--- src/rtl/if_fetch_buffer_pkg.sv ---
// Shared constants and helpers for the RV32I instruction-fetch stage.
// Imported by the fetch buffer, its FIFO and the bench.
package if_fetch_buffer_pkg;

    localparam logic [31:0] RV32I_NOP = 32'h0000_0013;
    localparam int unsigned PC_INC    = 4;

    // Occupancy counters must be able to hold the value DEPTH itself.
    function automatic int cnt_w(input int depth);
        return $clog2(depth) + 1;
    endfunction

endpackage

--- src/rtl/fetch_fifo.sv ---
// Synchronous FIFO with full/empty flags, occupancy count and sync clear.
// The head word is read straight from registered storage.
module fetch_fifo
    import if_fetch_buffer_pkg::*;
#(
    parameter int W     = 40,
    parameter int DEPTH = 2
) (
    input  logic                   clk,
    input  logic                   rst,
    input  logic                   clr,
    input  logic                   push,
    input  logic [W-1:0]           push_data,
    input  logic                   pop,
    output logic [W-1:0]           head,
    output logic                   full,
    output logic                   empty,
    output logic [$clog2(DEPTH):0] count
);

    localparam int PW = $clog2(DEPTH);
    localparam int CW = cnt_w(DEPTH);

    logic [W-1:0]  mem [DEPTH];
    logic [PW-1:0] rd_q;
    logic [PW-1:0] wr_q;
    logic [CW-1:0] cnt_q;
    logic          do_push;
    logic          do_pop;

    assign empty   = (cnt_q == '0);
    assign full    = (cnt_q == CW'(DEPTH));
    assign count   = cnt_q;
    assign head    = mem[rd_q];
    assign do_pop  = pop && !empty;
    // A push into a full FIFO is fine when the head leaves that cycle.
    assign do_push = push && (!full || do_pop);

    always_ff @(posedge clk) begin
        if (rst || clr) begin
            rd_q  <= '0;
            wr_q  <= '0;
            cnt_q <= '0;
        end else begin
            if (do_push) wr_q <= wr_q + PW'(1);
            if (do_pop)  rd_q <= rd_q + PW'(1);
            case ({do_push, do_pop})
                2'b10:   cnt_q <= cnt_q + CW'(1);
                2'b01:   cnt_q <= cnt_q - CW'(1);
                default: cnt_q <= cnt_q;
            endcase
        end
    end

    always_ff @(posedge clk) begin
        if (do_push && !(rst || clr)) mem[wr_q] <= push_data;
    end

endmodule

--- src/rtl/if_fetch_buffer.sv ---
// RV32I fetch stage: issues in-order imem requests, pairs responses with
// their PCs, buffers them for decode and discards wrong-path fetches.
module if_fetch_buffer
    import if_fetch_buffer_pkg::*;
#(
    parameter int A_WIDTH = 8,
    parameter int D_WIDTH = 32,
    parameter int DEPTH   = 2
) (
    input  logic               clk,
    input  logic               rst,
    input  logic [A_WIDTH-1:0] pc_in,
    output logic               pc_en,
    input  logic               flush,
    output logic               imem_req_valid,
    output logic [A_WIDTH-1:0] imem_req_addr,
    input  logic               imem_req_ready,
    input  logic               imem_rsp_valid,
    input  logic [D_WIDTH-1:0] imem_rsp_data,
    output logic               id_valid,
    output logic [A_WIDTH-1:0] id_pc,
    output logic [D_WIDTH-1:0] id_instr,
    input  logic               id_ready
);

    localparam int CW = cnt_w(DEPTH);
    localparam int EW = A_WIDTH + D_WIDTH;

    logic [CW-1:0]      buf_cnt;
    logic [CW-1:0]      pcq_cnt;
    logic [CW-1:0]      occ;
    logic [CW-1:0]      drop_q;
    logic [CW-1:0]      drop_d;
    logic [EW-1:0]      buf_head;
    logic [A_WIDTH-1:0] pcq_head;
    logic               buf_full;
    logic               buf_empty;
    logic               pcq_full;
    logic               pcq_empty;
    logic               pop;
    logic               fire;
    logic               rsp_ok;
    logic               rsp_drop;
    logic               rsp_keep;
    logic               unused_flags;

    // Every issued request sits in the PC queue until its response
    // returns, so the queue depth is the outstanding count.
    assign occ      = buf_cnt + pcq_cnt;
    assign pop      = id_valid && id_ready;
    assign fire     = imem_req_valid && imem_req_ready;
    assign pc_en    = fire;
    assign rsp_ok   = imem_rsp_valid && (pcq_cnt != '0);
    assign rsp_drop = rsp_ok && (drop_q != '0);
    assign rsp_keep = rsp_ok && (drop_q == '0);

    assign imem_req_valid = !rst && !flush &&
                            ((occ - CW'(pop)) < CW'(DEPTH));
    assign imem_req_addr  = rst ? '0 : pc_in;

    assign id_valid = !buf_empty;
    assign id_pc    = id_valid ? buf_head[EW-1:D_WIDTH] : '0;
    assign id_instr = id_valid ? buf_head[D_WIDTH-1:0] : '0;

    assign unused_flags = ^{buf_full, pcq_full, pcq_empty};

    always_comb begin
        drop_d = drop_q;
        if (flush) begin
            drop_d = pcq_cnt - CW'(rsp_ok);
        end else if (rsp_drop) begin
            drop_d = drop_q - CW'(1);
        end
    end

    always_ff @(posedge clk) begin
        if (rst) drop_q <= '0;
        else     drop_q <= drop_d;
    end

    fetch_fifo #(
        .W     (EW),
        .DEPTH (DEPTH)
    ) u_ibuf (
        .clk       (clk),
        .rst       (rst),
        .clr       (flush),
        .push      (rsp_keep && !flush),
        .push_data ({pcq_head, imem_rsp_data}),
        .pop       (pop && !flush),
        .head      (buf_head),
        .full      (buf_full),
        .empty     (buf_empty),
        .count     (buf_cnt)
    );

    fetch_fifo #(
        .W     (A_WIDTH),
        .DEPTH (DEPTH)
    ) u_pcq (
        .clk       (clk),
        .rst       (rst),
        .clr       (1'b0),
        .push      (fire),
        .push_data (pc_in),
        .pop       (rsp_ok),
        .head      (pcq_head),
        .full      (pcq_full),
        .empty     (pcq_empty),
        .count     (pcq_cnt)
    );

endmodule

--- config.mk ---
export PLATFORM = sky130hd
export DESIGN_NAME = if_fetch_buffer
export DESIGN_NICKNAME = d
export VERILOG_FILES = /design/src/rtl/if_fetch_buffer_pkg.sv /design/src/rtl/fetch_fifo.sv /design/src/rtl/if_fetch_buffer.sv
export SDC_FILE = /design/constraint.sdc
export NUM_CORES = 1
export LEC_CHECK = 0
export CAP_MARGIN = 25
export CORE_MARGIN = 3
export CORE_UTILIZATION = 54
export CTS_CLUSTER_DIAMETER = 40
export DETAILED_ROUTE_END_ITERATION = 16
export HOLD_SLACK_MARGIN = 0.08
export MAX_ROUTING_LAYER = met4
export PLACE_DENSITY = 0.84
export SLEW_MARGIN = 10
export SYNTH_ARGS = -nofsm -noshare
export SYNTH_HDL_FRONTEND = slang
export SYNTH_SLANG_ARGS = --single-unit
--- constraint.sdc ---
create_clock -name clk -period 6.3 [get_ports clk]
set_input_delay 0.945 -clock clk [delete_from_list [all_inputs] [get_ports clk]]
set_output_delay 0.945 -clock clk [all_outputs]
set_load 0.03 [all_outputs]
* Word level (Yosys, flattened, before mapping)
Memories as Yosys holds them, arrays and structs flattened. A register that Yosys moved wholly into a read port is not among the register bits.
Cells that the tools add are included.
W data, S select, Z words.
** Cells by class
- Shift-type cells :: 0
- Bitwise operators :: 0
- Equality and inequality tests :: 6
- $mul :: 0
- Add/sub/neg operators :: 12
- Magnitude comparators :: 1
- Div/mod/pow operators :: 0
- Reductions and logical operators :: 33
- Mux-type cells :: 15
** Operators with widths (count)
- $mux W32 :: 1
- $mux W8 :: 2
- $logic_and A1 B1 Y1 :: 15
- $reduce_bool A2 Y1 :: 5
- $eq A2 B2 Y1 const B :: 4
- $mux W1 :: 8
- $pmux W2 S2 :: 2
- $logic_not A1 Y1 :: 7
- $logic_not A2 Y1 :: 3
- $sub A2 B1 Y2 const B :: 3
- $add A1 B1 Y1 const B :: 4
- $add A2 B1 Y2 const B :: 2
- $eq A2 B1 Y1 const B :: 2
- $mux W2 :: 2
- $sub A2 B1 Y2 :: 2
- $logic_or A1 B1 Y1 :: 3
- $add A2 B2 Y2 :: 1
- $lt A2 B2 Y1 const B :: 1
** Word-level totals
- Output and inout bits :: 51
- Memories kept :: 2
- RAM bits :: 96
- Bits of input ports :: 46
- Register bits :: 10
- Latch bits :: 0
- ROM bits :: 0
** Memories
- u_ibuf.mem :: depth 2, bits a word 40, read ports 1, clocked after Yosys merged registers in 1, wr ports 1, RTL line fetch_fifo.sv:24 : logic [W-1:0] mem [DEPTH];
- u_pcq.mem :: depth 2, bits a word 8, read ports 1, clocked after Yosys merged registers in 1, wr ports 1, RTL line fetch_fifo.sv:24

* Logic depth before layout (Yosys ltp)
- Word-level depth :: 11
- Gate-level depth with buffers :: 13
- Gate-level depth less buffers :: 12

* Modules after synthesis
Synthesis repeated with hierarchy kept, for this count alone.
** Second synthesis, totals
- Cell total of the unflattened synthesis :: 287
- Area, all modules :: 4526.8 sq um
** By module, submodules not included
- fetch_fifo (u_ibuf) :: area an instance 3135.5 sq um, times used 1, cells each 153
- fetch_fifo (u_pcq) :: area an instance 814.5 sq um, times used 1, cells each 51
- if_fetch_buffer :: area an instance 576.8 sq um, times used 1, cells each 83

* Worst setup path after synthesis
OpenSTA, ideal clock, no wires.
- Path type :: input port to output port
- From :: input id_ready
- To :: output pc_en
- Arrival :: 2.778 ns
- Path slack :: 2.577 ns
- Cell stages on the path :: 6
- Cells stage by stage :: and2_1 > ha_1 > and2b_1 > xnor3_1 > nor2_1 > and2_1
** On the way
- Word-level cells in the longest chain between the ends :: 5
** RTL lines
- from (decl) :: RTL line if_fetch_buffer.sv:23 : input logic id_ready
- $logic_and A1 B1 Y1 :: RTL line if_fetch_buffer.sv:50 : assign pop = id_valid && id_ready;
- $sub A2 B1 Y2 :: RTL line if_fetch_buffer.sv:58 : ((occ - CW'(pop)) < CW'(DEPTH));
- $lt A2 B2 Y1 :: RTL line if_fetch_buffer.sv:58
- $logic_and A1 B1 Y1 :: RTL line if_fetch_buffer.sv:57 : assign imem_req_valid = !rst && !flush &&
- named net imem_req_valid :: RTL line if_fetch_buffer.sv:15 : output logic imem_req_valid,
- $logic_and A1 B1 Y1 :: RTL line if_fetch_buffer.sv:51 : assign fire = imem_req_valid && imem_req_ready;
- to (decl) :: RTL line if_fetch_buffer.sv:13 : output logic pc_en,
The timed path passes the listed nets, and every way through them passes these cells.

* Worst setup path after layout
- From :: register u_ibuf.cnt_q[1], in the netlist u_ibuf.count[1]
- To :: output pc_en
** On the way
- Word-level cells in the longest chain between the ends :: 7
- Elaborated cells between the ends (all ways) :: 8
- Those cells by class :: 2 x add/sub; 1 x order compare; 5 x reduce/logical
** RTL lines
- from (decl) :: RTL line fetch_fifo.sv:27 : logic [CW-1:0] cnt_q;
- from (signal assigned) :: RTL line fetch_fifo.sv:48 : 2'b10: cnt_q <= cnt_q + CW'(1);
- from (signal assigned) :: RTL line fetch_fifo.sv:49 : 2'b01: cnt_q <= cnt_q - CW'(1);
- from (signal assigned) :: RTL line fetch_fifo.sv:50 : default: cnt_q <= cnt_q;
- branches (longest 3 deep; another with $add A2 B2 Y2)
- $sub A2 B1 Y2 (*) :: RTL line if_fetch_buffer.sv:58
- $lt A2 B2 Y1 (*) :: RTL line if_fetch_buffer.sv:58
- $logic_and A1 B1 Y1 (*) :: RTL line if_fetch_buffer.sv:57
- $logic_and A1 B1 Y1 (*) :: RTL line if_fetch_buffer.sv:51
Every way passes the cells marked *.

==> flow_summary_export.csv <==
group,metric,value,unit
grt,antenna_found_initial,0,
timing,finalCritPeriodShare,75.3,%
clocking,cts_buffer_depth,2,
clocking,ctsResizeCount,0,
pwr,cellPowerDensity,245,mW/mm^2
clocking,cts_hold_buf,0,
synth,synth_seq_area_share,72.6,%
clocking,cts_tree,"done",
floorplan,fp-row-count,31,
placed_design,gp_congestion,0.809,
worst_setup_path,crit_path_start_kind,"register",
clocking,cts.clk_slew.worst_paths,0.09,ns
job,drv_cap,0,
timing,fmax,211,MHz
finish,multi_input_area,0.00112,mm^2
timing,rsz0062_at_grt,"no",
clocking,cts_buffers,9,
floorplan,die_area,0.00908,mm^2
placed_design,io_buffers,96,
synth,synth_top_cell_area_share,67.0,%
floorplan,io-pin-count,97,
timing,finalHoldViolations,0,
worst_setup_path,cp_cell_sequence,"nor2_4 > inv_1 > and2_1 > ha_1 > and2b_1 > xnor3_1 > nor2_1 > and2_1 > clkdlybuf4s50_1",
grt,grt_pass1_wl,12200,um
worst_setup_path,crit_path_end_kind,"primary output",
synth,synth_nets,334,
worst_setup_path,cp_slowest_stage_delay,0.75,ns
worst_setup_path,r2r_cells,11,
finish,n_antenna_cell,0,
timing,period_minus_slack,4.74,ns
placed_design,dpl.hpwl,5410,um
worst_setup_path,path_delay_family,"simple AND/OR/NAND/NOR gates",
route,first_pass_iters,4,
clocking,cts_num_sinks,108,
timing,worstMarginPinSlew,0.950,ns
timing,maxSlewViolCount,0,
clocking,cts-root-buf,"clkbuf_8",
min_path,hold_depth,2,
synth,yosys_register_bits,108,
worst_setup_path,path_class,"reg -> out",
synth,syn_area,0.00430,mm^2
pwr,ir_worst_vdd,0.000168,V
worst_setup_path,critical_path_arrival,3.80,ns
finish,syn2layout_area_growth,29.2,%
synth,avgSynthCellArea,15.2,um^2
clocking,postCtsSetupRepairBufs,0,
floorplan,die_x,95.3,um
synth,synth.distinct_cells,34,
synth,syn_inst,284,
pwr,p_leak,0.00177,uW
worst_setup_path,r2r-start,"u_ibuf.count[1]$_SDFFE_PP0P_",
finish,fill_cells,473,
finish,final_util,74.3,%
min_path,hold_path_class,"reg -> reg",
placed_design,dp_slack,1.76,ns
route,route.antenna.remaining_nets,0,
timing,fin_setup_tns,0,ns
grt,overflow,0,
grt,grt_pass1_vias,2547,
route,num_vias,2528,
floorplan,die_h,95.3,um
grt,grt_max_degree,42,
finish,layout.nets,429,
synth,yosysWarnings,0,
route,post_drt_wl_per_cell,16.2,um
timing,max_slew_margin,36.7,%
clocking,htree_levels,3,
route,vias_per_cell,5.23,
worst_setup_path,endpoint,"pc_en",
finish,seq_area,0.00312,mm^2
floorplan,start_util,57.5,%
synth,yosys.area.top_type,"edfxtp_1",
clocking,clock_latency,0.36,ns
worst_setup_path,r2r_end,"u_pcq.count[1]$_SDFFE_PP0P_",
finish,drive_gt1_share,8.59,%
worst_setup_path,cp_max_fo,41,
timing,fin_ws,1.56,ns
worst_setup_path,critPathRequiredTime,5.35,ns
grt,grt_use_total,18.5,%
timing,fin_hold_ws,0.527,ns
synth,synthTopCellsByArea,"edfxtp_1 (67%), mux2i_1 (9.5%), dfxtp_1 (5.6%)",
route,first_iter_violations,91,
grt,groute.layer.met2.usage,31.6,%
worst_setup_path,critical_path.startpoint,"u_ibuf.count[1]$_SDFFE_PP0P_",
floorplan,core,0.00749,mm^2
grt,met3_usage,4.66,%
route,drc,0,
route,routed_wl,7800,um
worst_setup_path,critPathSlowestCell,"nor2_4",
outcome,outcome,"completed",
timing,setup_violations,0,
timing,skew,0.0125,ns
grt,top_usage_layer,"met2",
worst_setup_path,cp_common_cell,"and2_1",
worst_setup_path,r2r_slack,2.70,ns
grt,met1_usage,21.4,%
worst_setup_path,cp.depth,9,
worst_setup_path,crit_buf_inv,2,
cell type report:
| cell class | instances | share of cell area [%] |
|---|---|---|
| clock buffers | 10 | 2.29 |
| multi-input cells | 157 | 20.2 |
| clock inverters | 6 | 0.900 |
| flip-flops and latches | 108 | 56.2 |
| well taps | 99 | 2.23 |
| repair buffers | 99 | 17.9 |
| inverters | 4 | 0.270 |
synth_stat cells (all sizes together):
library cell / instances
nor4: 2
xnor3: 1
o211ai: 1
a21oi: 6
and3: 2
nor2: 53
or3b: 1
or2: 1
xnor2: 8
and4: 1
clkbuf: 12
nor2b: 9
or4: 1
mux2: 8
ha: 4
o21ai: 1
and2b: 1
edfxtp: 96
xor2: 1
o21a: 4
inv: 4
nand3: 1
mux2i: 41
a31oi: 1
and2: 2
nand2: 3
o21bai: 1
dfxtp: 12
a211oi: 1
or3: 1
buf: 3
o31ai: 1
power breakdown:
part / total [uW] / leakage, uW / switching, uW / internal, uW
clock: 373 / 0.0000884 / 225 / 148
combinational: 171 / 0.000715 / 86.0 / 85.5
sequential: 816 / 0.000963 / 15.1 / 801
total: 1360 / 0.00177 / 326 / 1030
worst reg2reg max path: stages, from the launching register on:
cell	delay, ns
dfxtp_1	0.41
nor2_4	0.75
inv_1	0.16
and2_1	0.24
ha_1	0.27
and2b_1	0.18
xnor3_1	0.38
nor2_1	0.23
nand3_1	0.11
ha_1	0.32
or3_1	0.35
a21oi_1	0.14
stage by stage:
step	cell area [um^2]	std cells	power, uW
after global routing	5560	483	1420
after global placement	5360	466	996
after CTS	5560	483	1370
final	5560	483	1360
after floorplan	4300	284	930
after detailed placement	5380	467	1000
how the worst min path moves through the flow:
stage | slack (ns) | from | to
finish | 0.53 | u_pcq.wr_q$_SDFFE_PP0P_ | u_pcq.wr_q$_SDFFE_PP0P_
global route | 0.56 | u_pcq.wr_q$_SDFFE_PP0P_ | u_pcq.wr_q$_SDFFE_PP0P_
CTS | 0.52 | u_pcq.wr_q$_SDFFE_PP0P_ | u_pcq.wr_q$_SDFFE_PP0P_
detailed placement | 0.50 | u_pcq.wr_q$_SDFFE_PP0P_ | u_pcq.wr_q$_SDFFE_PP0P_
global placement | 0.48 | u_pcq.wr_q$_SDFFE_PP0P_ | u_pcq.wr_q$_SDFFE_PP0P_
floorplan | 0.46 | u_pcq.wr_q$_SDFFE_PP0P_ | u_pcq.wr_q$_SDFFE_PP0P_
registers in the layout, summed over array words and instances, names as in the netlist, named ones only:
register      cells
u_pcq.mem        16
u_pcq.wr_q        1
u_ibuf.wr_q       1
u_pcq.rd_q        1
drop_q            2
u_ibuf.rd_q       1
u_ibuf.mem       80
u_ibuf.count      2
u_pcq.count       2
layout by cell type (no fill, tap or decap), types with 6 or more instances in the layout:
cell type / netlist / final
clkdlybuf4s50_1: 0 / 96
edfxtp_1: 96 / 96
nor2_1: 53 / 51
mux2i_1: 41 / 41
dfxtp_1: 12 / 11
nor2b_1: 9 / 9
clkbuf_8: 0 / 9
mux2_2: 8 / 8
xnor2_1: 8 / 8
a21oi_1: 6 / 6
cell families after synthesis:
kind of cell	Yosys count	synth area share [%]
flops	108	72.6
simple gates	78	8.26
mux	49	11.6
buf+inv	19	1.69
compound gates	16	2.35
xor+xnor	10	2.35
fa+ha+maj	4	1.16
routing by layer:
layer	share of wire (%)	routed length, um	vias up
met5	0	0	-
met4	1.6	121	0
met3	6.0	468	17
met2	53	4140	81
met1	39	3080	1212
li1	-	-	1218
No activity file was read; power rests on OpenSTA's default activity.
